--- src/rtl/jk_counter_pkg.sv ---
// jk_counter_pkg
// Shared definitions for the JK-cell counter slice:
//   jk_cmd_e  - JK command encoding (hold / clear / set / toggle)
//   Q_RST     - reset value of every count bit
//   jk_next() - next Q of a single JK cell given Q, J and K
package jk_counter_pkg;

    typedef enum logic [1:0] {
        JK_HOLD = 2'b00,
        JK_CLR  = 2'b01,
        JK_SET  = 2'b10,
        JK_TGL  = 2'b11
    } jk_cmd_e;

    localparam logic Q_RST = 1'b0;

    function automatic logic jk_next(input logic q, input logic j, input logic k);
        logic r;
        unique case (jk_cmd_e'({j, k}))
            JK_HOLD: r = q;
            JK_CLR:  r = 1'b0;
            JK_SET:  r = 1'b1;
            JK_TGL:  r = ~q;
            default: r = q;
        endcase
        return r;
    endfunction

endpackage

--- src/rtl/jk_cell.sv ---
// jk_cell
// Single-bit JK flip-flop with synchronous active-high reset.
// Ports:
//   clk - rising-edge clock
//   rst - synchronous active-high reset (q -> Q_RST)
//   j,k - JK command inputs (00 hold, 01 clear, 10 set, 11 toggle)
//   q   - registered state
//   qn  - complement of q
module jk_cell
    import jk_counter_pkg::*;
(
    input  logic clk,
    input  logic rst,
    input  logic j,
    input  logic k,
    output logic q,
    output logic qn
);

    always_ff @(posedge clk) begin
        if (rst) begin
            q <= Q_RST;
        end else begin
            q <= jk_next(q, j, k);
        end
    end

    assign qn = ~q;

endmodule

--- src/rtl/jk_sync_counter.sv ---
// jk_sync_counter
// Synchronous modulo-MOD up/down counter built from WIDTH jk_cell instances.
// Each cell is driven with J/K derived from the desired next count so that
// set/clear commands move it there; cells hold when not enabled.
// Optional feature macro: JKCNT_LOAD_EN (adds input_load / input_din).
// The count sequence runs 0..MOD-1 over a WIDTH-bit register.
// Ports:
//   input_clk      - rising-edge clock
//   input_rst      - synchronous active-high reset
//   input_en       - count enable
//   input_up       - 1 = count up, 0 = count down
//   input_clr_flag - clears the sticky wrap flag
//   input_load     - parallel load strobe (JKCNT_LOAD_EN only)
//   input_din      - parallel load value (JKCNT_LOAD_EN only)
//   output_q       - count value
//   output_qn      - complement of output_q
//   output_tc      - combinational terminal count (cascade enable)
//   output_wrap    - registered sticky wrap flag
module jk_sync_counter
    import jk_counter_pkg::*;
#(
    parameter int WIDTH = 4,
    parameter int MOD   = 10
) (
    input  logic             input_clk,
    input  logic             input_rst,
    input  logic             input_en,
    input  logic             input_up,
    input  logic             input_clr_flag,
`ifdef JKCNT_LOAD_EN
    input  logic             input_load,
    input  logic [WIDTH-1:0] input_din,
`endif
    output logic [WIDTH-1:0] output_q,
    output logic [WIDTH-1:0] output_qn,
    output logic             output_tc,
    output logic             output_wrap
);

    localparam logic [WIDTH-1:0] MAX_Q = WIDTH'(MOD - 1);

    logic [WIDTH-1:0] nxt;
    logic [WIDTH-1:0] j;
    logic [WIDTH-1:0] k;

    // Out-of-range counts (only reachable from a glitched state) fall back
    // into the legal sequence in either direction.
    always_comb begin
        nxt = output_q;
        if (input_up) begin
            nxt = (output_q >= MAX_Q) ? '0 : output_q + WIDTH'(1);
        end else begin
            nxt = (output_q == '0 || output_q > MAX_Q) ? MAX_Q : output_q - WIDTH'(1);
        end
    end

`ifdef JKCNT_LOAD_EN
    logic [WIDTH-1:0] load_val;
    assign load_val = (input_din > MAX_Q) ? '0 : input_din;

    // Load drives every cell with set/clear toward load_val, overriding count.
    always_comb begin
        j = '0;
        k = '0;
        if (input_load) begin
            j = load_val;
            k = ~load_val;
        end else begin
            j = {WIDTH{input_en}} & ~output_q &  nxt;
            k = {WIDTH{input_en}} &  output_q & ~nxt;
        end
    end
`else
    always_comb begin
        j = {WIDTH{input_en}} & ~output_q &  nxt;
        k = {WIDTH{input_en}} &  output_q & ~nxt;
    end
`endif

    for (genvar i = 0; i < WIDTH; i++) begin : g_cell
        jk_cell u_cell (
            .clk (input_clk),
            .rst (input_rst),
            .j   (j[i]),
            .k   (k[i]),
            .q   (output_q[i]),
            .qn  (output_qn[i])
        );
    end

    assign output_tc = input_en & (input_up ? (output_q == MAX_Q) : (output_q == '0));

    // Set beats clear; a load cycle leaves the flag untouched.
    always_ff @(posedge input_clk) begin
        if (input_rst) begin
            output_wrap <= 1'b0;
`ifdef JKCNT_LOAD_EN
        end else if (input_load) begin
            output_wrap <= output_wrap;
`endif
        end else if (output_tc) begin
            output_wrap <= 1'b1;
        end else if (input_clr_flag) begin
            output_wrap <= 1'b0;
        end
    end

endmodule
--- config.mk ---
export PLATFORM = sky130hd
export DESIGN_NAME = jk_sync_counter
export DESIGN_NICKNAME = d
export VERILOG_FILES = /design/src/rtl/jk_counter_pkg.sv /design/src/rtl/jk_cell.sv /design/src/rtl/jk_sync_counter.sv
export SDC_FILE = /design/constraint.sdc
export NUM_CORES = 1
export LEC_CHECK = 0
export ABC_AREA = 1
export CAP_MARGIN = 10
export CORE_AREA = 10 10 47 49
export DETAILED_ROUTE_END_ITERATION = 6
export DIE_AREA = 0 0 57 59
export PLACE_DENSITY = 0.72
export SLEW_MARGIN = 20
export SYNTH_ARGS = -nofsm -noshare
export SYNTH_HDL_FRONTEND = slang
export SYNTH_SLANG_ARGS = --single-unit
--- constraint.sdc ---
create_clock -name input_clk -period 4.3 [get_ports input_clk]
set_clock_uncertainty 0.15 [all_clocks]
set_input_delay 0.645 -clock input_clk [delete_from_list [all_inputs] [get_ports input_clk]]
set_output_delay 0.645 -clock input_clk [all_outputs]
set_load 0.02 [all_outputs]
* Word-level counts from Yosys, hierarchy flattened
Cells that the tools add are included.
** Operators by class
- Bitwise gates (word level) :: 11
- Reduce and logical (&&, ||, !) cells :: 7
- Equal/unequal tests :: 13
- Shifts and indexed selects :: 0
- Muxes and demuxes :: 10
- Order comparisons :: 2
- Div/mod/pow operators :: 0
- Multiply operators :: 0
- Add/subtract/negate cells :: 2
** Operator list (number)
- AND 4 bit :: 4
- equality test 2 bit (second input constant) :: 8
- 2-to-1 mux 4 bit :: 3
- case mux 1 bit (3 select lines) :: 4
- equality test 2 x 1 -> 1 bit (second input constant) :: 4
- logical NOT 2 bit :: 4
- NOT 4 bit :: 2
- adder 4 x 1 -> 4 bit (second input constant) :: 1
- equality test 4 bit (second input constant) :: 1
- greater-or-equal comparator 4 bit (second input constant) :: 1
- > comparator 4 bit (second input constant) :: 1
- logical NOT 4 bit :: 1
- NOT 1 bit :: 4
- subtractor 4 x 1 -> 4 bit (second input constant) :: 1
- 2-to-1 mux 1 bit :: 3
- nonzero test 2 bit :: 1
- AND 1 bit :: 1
- logical OR 1 bit :: 1
** Storage, ports and cells
- Logic and storage cells :: 50
- Latch bits :: 0
- ROM bits :: 0
- Bits in registers :: 5
- Output and inout port bits :: 10
- Bits in writable memories :: 0
- Memories :: 0
- Input bits :: 5

* Depth between registers and ports, before layout
- Depth in word-level cells :: 8
- Mapped depth :: 10
- Mapped depth without buffers :: 10

* Cells and area by module
Synthesis repeated with hierarchy kept, for this count alone.
** Second synthesis, totals
- Cells, all modules :: 102
- Area, all modules :: 584.3 µm²
** Modules (own cells, without submodules)
- jk_sync_counter :: instances 1, cells an instance 74, seq. area each 20.0 µm², area an instance 414.1 µm²
- jk_cell :: instances 4, cells an instance 7, seq. area each 20.0 µm², area an instance 42.5 µm²

* Least setup slack after synthesis
No wires, ideal clock.
- Path kind :: input -> output
- Start :: input g_cell[1].u_cell.q
- End :: output output_tc
- Arrival time :: 1.021 ns
- Slack :: 2.484 ns
- Required time :: 3.505 ns
- Buffers on the path :: 0
- Cell stages on the path :: 7
- Cell sequence :: dfxtp_1 -> inv_1 -> ha_1 -> nand3_2 -> nand2_1 -> nand3_1 -> inv_1
** On the way
- Word-level cells in the longest chain between the ends :: 3
- Elaborated cells on any way between the ends :: 4
- Those cells by class :: eq/ne (1); mux (1); bitwise (1); reduce/logical (1)
** RTL lines
- start: declaration :: RTL line jk_cell.sv:16 : output logic q,
- equality test 4 bit or logical NOT 4 bit (tied branches) :: RTL line jk_sync_counter.sv:91 : assign output_tc = input_en & (input_up ? (output_q == MAX_Q) : (output_q == '0));
- 2-to-1 mux 1 bit * :: RTL line jk_sync_counter.sv:91
- AND 1 bit * :: RTL line jk_sync_counter.sv:91
- end: declaration :: RTL line jk_sync_counter.sv:36 : output logic output_tc,
Mark *: on every way between the ends. The rest lies on a longest branch, timed or not.

* Worst setup path in the final report
- Start :: input input_up
- End :: output output_tc
** On the way
- Word-level cells in the longest chain between the ends :: 2
** RTL lines
- start: declaration :: RTL line jk_sync_counter.sv:28 : input logic input_up,
- 2-to-1 mux 1 bit :: RTL line jk_sync_counter.sv:91
- AND 1 bit :: RTL line jk_sync_counter.sv:91
No other way between the ends.

==> parameters.txt <==
Parameter                              Value

Outcome
  Outcome ... complete, no violations

Finish
  Ant. Diodes ... 0
  Number of cells in the finished layout apart from fillers ... 98
  Final core utilization ... 0.4250
  Fraction of final layout cells sized beyond drive strength 1 ... 0.1098
  Final net count ... 92
  Post-synthesis to final-layout area growth ... 24.93%

Synth
  Leading cell types by total area after synthesis ... sky130_fd_sc_hd__dfxtp_1, sky130_fd_sc_hd__buf_4, sky130_fd_sc_hd__nand2_1
  XOR/XNOR share of the synthesized area ... 0.03675
  Compound-gate portion of the synthesized area ... 0.1129
  Most frequently used cell type in the post-synthesis netlist ... sky130_fd_sc_hd__nand2_1
  Flop and latch count out of synthesis ... 5
  Nets in the synthesized netlist ... 82
  Proportion of synthesized area in mux cells ... 0
  Share of Yosys cell area claimed by the top area cell type ... 0.2100
  Primary FF master, synth ... sky130_fd_sc_hd__dfxtp_1
  Most common library cells after synthesis ... sky130_fd_sc_hd__nand2_1, sky130_fd_sc_hd__nand3_1, sky130_fd_sc_hd__buf_4
  Mean area per synthesized cell ... between 6 and 7 um2
  Synthesized-area fraction occupied by adder cells ... 0.1050
  Post-synth EDFFs ... 0
  Cell taking the most area after synthesis ... sky130_fd_sc_hd__dfxtp_1
  Synth cell types ... 18
  Gate count after technology mapping ... 73
  Combined area of all synthesized cells ... 476.7 um2
  Share of synthesized area occupied by flip-flops and latches ... 0.2100
  Simple-gate share of the synthesized area ... 0.3018
  Synth Warn # ... 0
  Dominant combinational cell family by area after synthesis ... simple AND/OR/NAND/NOR gates
  Ys async rst share ... 0

Critical path
  FF-to-FF setup slack ... about 2.7 ns
  List of cells traversed by the critical path ... clkdlybuf4s50_1 -> inv_2 -> nand2_1 -> nand3_1 -> inv_1 -> clkdlybuf4s50_1
  Maximum fanout encountered on the critical timing path ... 6
  End of the worst register-to-register path ... g_cell[0].u_cell.q$_SDFFE_PP0P_
  Number of buffer and inverter stages on the critical path ... 4
  Arrival time of the worst setup path ... 2.13 ns
  Critical path class ... input port to primary output
  Reg2reg path depth ... 8
  Worst Path Required ... 3.50 ns
  FF-to-FF Start ... g_cell[0].u_cell.q$_SDFFE_PP0P_
  Slowest stage delay, CP ... 0.60 ns
  Most frequent CP cell ... sky130_fd_sc_hd__clkdlybuf4s50_1
  Element type at the critical path start ... input port
  Crit end category ... primary output
  Category of cells accounting for the largest share of critical-path delay ... buffers and inverters
  CP max-delay cell ... sky130_fd_sc_hd__clkdlybuf4s50_1

Power
  Combinational cell fraction of total power ... 0.399
  PwrDens ... 313.9 nW/um2
  Max rail drop VDD ... 0.0001892 V
  Overall power consumption ... 0.1869 mW
  Switch share ... 0.3617
  Leakage ... 0.2826 nW
  Sw power ... 0.06761 mW
  Share of power burned in registers ... 0.309
  Clock power share ... 0.292
  Cell-internal power ... 0.1193 mW

Clock network
  H-Tree Depth ... 1
  Quantity of gates resized following cts ... 0
  Number of sinks on the clock net ... 5
  Clock tree root driver cell ... sky130_fd_sc_hd__clkbuf_4
  Clock buffers created by TritonCTS ... 3
  Clock transition at the register clock pins on the worst setup and hold paths after CTS ... about 0.040 ns
  Hold-fix buffers, CTS ... 0
  Clock latency of the later-clocked register in the worst-skew pair ... 0.24 ns
  Post-CTS Setup Inserts ... 0
  Clock tree from TritonCTS ... yes
  Clock tree buffer depth ... 2

Hold path
  Depth of the worst hold-timing path ... 2
  Hold Path Sink ... output_wrap$_SDFFE_PP0P_
  HP Class ... flop to flop
  Hold Path Origin ... output_wrap$_SDFFE_PP0P_

GRT
  Pin count of the biggest net entering global routing ... 9
  Via count of the first global-routing pass ... 434
  Global route total overflow ... 0
  First-pass GRT wire length ... 1766 um
  Number of antenna violations at the first check in global routing ... 0
  All-Layer GR Usage ... 0.06468

Routing
  Final routed wirelength across all metal layers ... 1018 um
  Detailed-route via count ... 441
  TritonRoute pass-1 iters ... 4
  Routed length per placed instance ... 10.39 um
  DRC violations left ... 0
  Routed Antenna Nets ... 0
  DRT iter0 DRCs ... 9
  DR vias/cell ... 4.500

Timing
  Fraction of the cycle the final worst path needs ... 0.6798
  Final Max Slew Viols ... 0
  Final hold violation count ... 0
  Worst slew margin relative to its limit ... 0.7882
  Setup total negative slack ... 0 ns
  Final WS setup ... 1.377 ns
  Pin slew with the least headroom to its limit ... roughly 0.32 ns
  Crit path time final ... roughly 2.9 ns
  Unrepaired setup endpoints after global routing ... no
  Max Fclk ... 0.3421 GHz
  Total of endpoints with negative setup slack in the final report ... 0

Floorplanning
  Site Rows ... 14
  Die area ... 3363 um2
  Die Wd ... between 50 and 60 um
  Area of the core region ... around 1400 um2
  Height of the die ... around 59 um
  Ports placed on the boundary ... 15
  Initial standard-cell utilization of the core ... 0.3402

Place
  HPWL after detailed placement ... 838.1 um
  Post-Place Setup Slack ... ~1.4 ns
  Count of placed standard cells including taps ... 94
  Global placer's final weighted congestion ... 0.9067
  Number of buffers added on ports ... 14

Run
  Number of max-cap violations ... 0
## cell usage in the layout, fill, tap and decap left out, drive strengths merged
cell type / count
xor2: 1
dfxtp: 5
clkbuf: 4
o21ai: 4
nand4: 1
xnor2: 1
a21oi: 6
nand2: 17
clkdlybuf4s50: 14
inv: 11
nor2: 3
nand3: 11
ha: 4
## worst reg2reg max path: stages (launching register included)
cell and delay, ns:
sky130_fd_sc_hd__dfxtp_1 0.40, sky130_fd_sc_hd__inv_1 0.15, sky130_fd_sc_hd__ha_1 0.24, sky130_fd_sc_hd__nand2_1 0.08
sky130_fd_sc_hd__nand2_1 0.09, sky130_fd_sc_hd__nand2_1 0.08, sky130_fd_sc_hd__nand2_1 0.06, sky130_fd_sc_hd__a21oi_1 0.13
sky130_fd_sc_hd__a21oi_1 0.08
## cell type report
| type | instances | area [um2] |
|---|---|---|
| Inverter | 11 | 43.79 |
| Sequential cell | 5 | 100.1 |
| Tap cell | 16 | 20.02 |
| Fill cell | 160 | 805.8 |
| Timing Repair Buffer | 14 | 140.1 |
| Multi-Input combinational cell | 48 | 265.3 |
| Clock buffer | 4 | 26.28 |
## state kept, by name, summed over array words and instances, names as in the netlist
| register | count |
|---|---|
| g_cell.u_cell.q | 4 |
| output_wrap | 1 |
## worst max-delay path by stage
stage | endpoint | depth (start not counted) | startpoint
2_1_floorplan | output_tc | 6 | g_cell[1].u_cell.q$_SDFFE_PP0P_
3_3_place_gp | output_tc | 6 | input_up
3_5_place_dp | output_tc | 6 | input_up
4_1_cts | output_tc | 6 | input_up
5_1_grt | output_tc | 6 | input_up
6_report | output_tc | 6 | input_up
## layer usage
layer | track usage | vias to the layer above | share of wire
met5 | 0 | - | 0
met4 | 0.03020 | 0 | 0.025
met3 | 0.03863 | 4 | 0.074
met2 | 0.1116 | 15 | 0.47
met1 | 0.06021 | 180 | 0.43
li1 | - | 242 | -
## logic make-up after synthesis
logic type,Yosys count
XOR/XNOR,2
AO/OA/AOI/OAI,10
flip-flops,5
adder cells (fa/ha/maj),4
buffers and inverters,20
AND/OR/NAND/NOR,32
## power groups by stage
stage               Sequential (mW)  Combinational (mW)  Clock [mW]
global placement             0.0587              0.0746           0
detailed placement           0.0585              0.0753           0
finish                       0.0577              0.0746      0.0546
global route                 0.0587              0.0837      0.0594
floorplan                    0.0562              0.0587           0
CTS                          0.0577              0.0759      0.0569
## stage by stage
stage	instance area (um2)	hold WS, ns
3_5_place_dp	569.3	0.3112
2_1_floorplan	476.7	0.3722
4_1_cts	595.6	0.3177
6_report	595.6	0.3158
5_1_grt	595.6	0.3593
3_3_place_gp	569.3	0.3112
(Power assumes the default switching activity.)
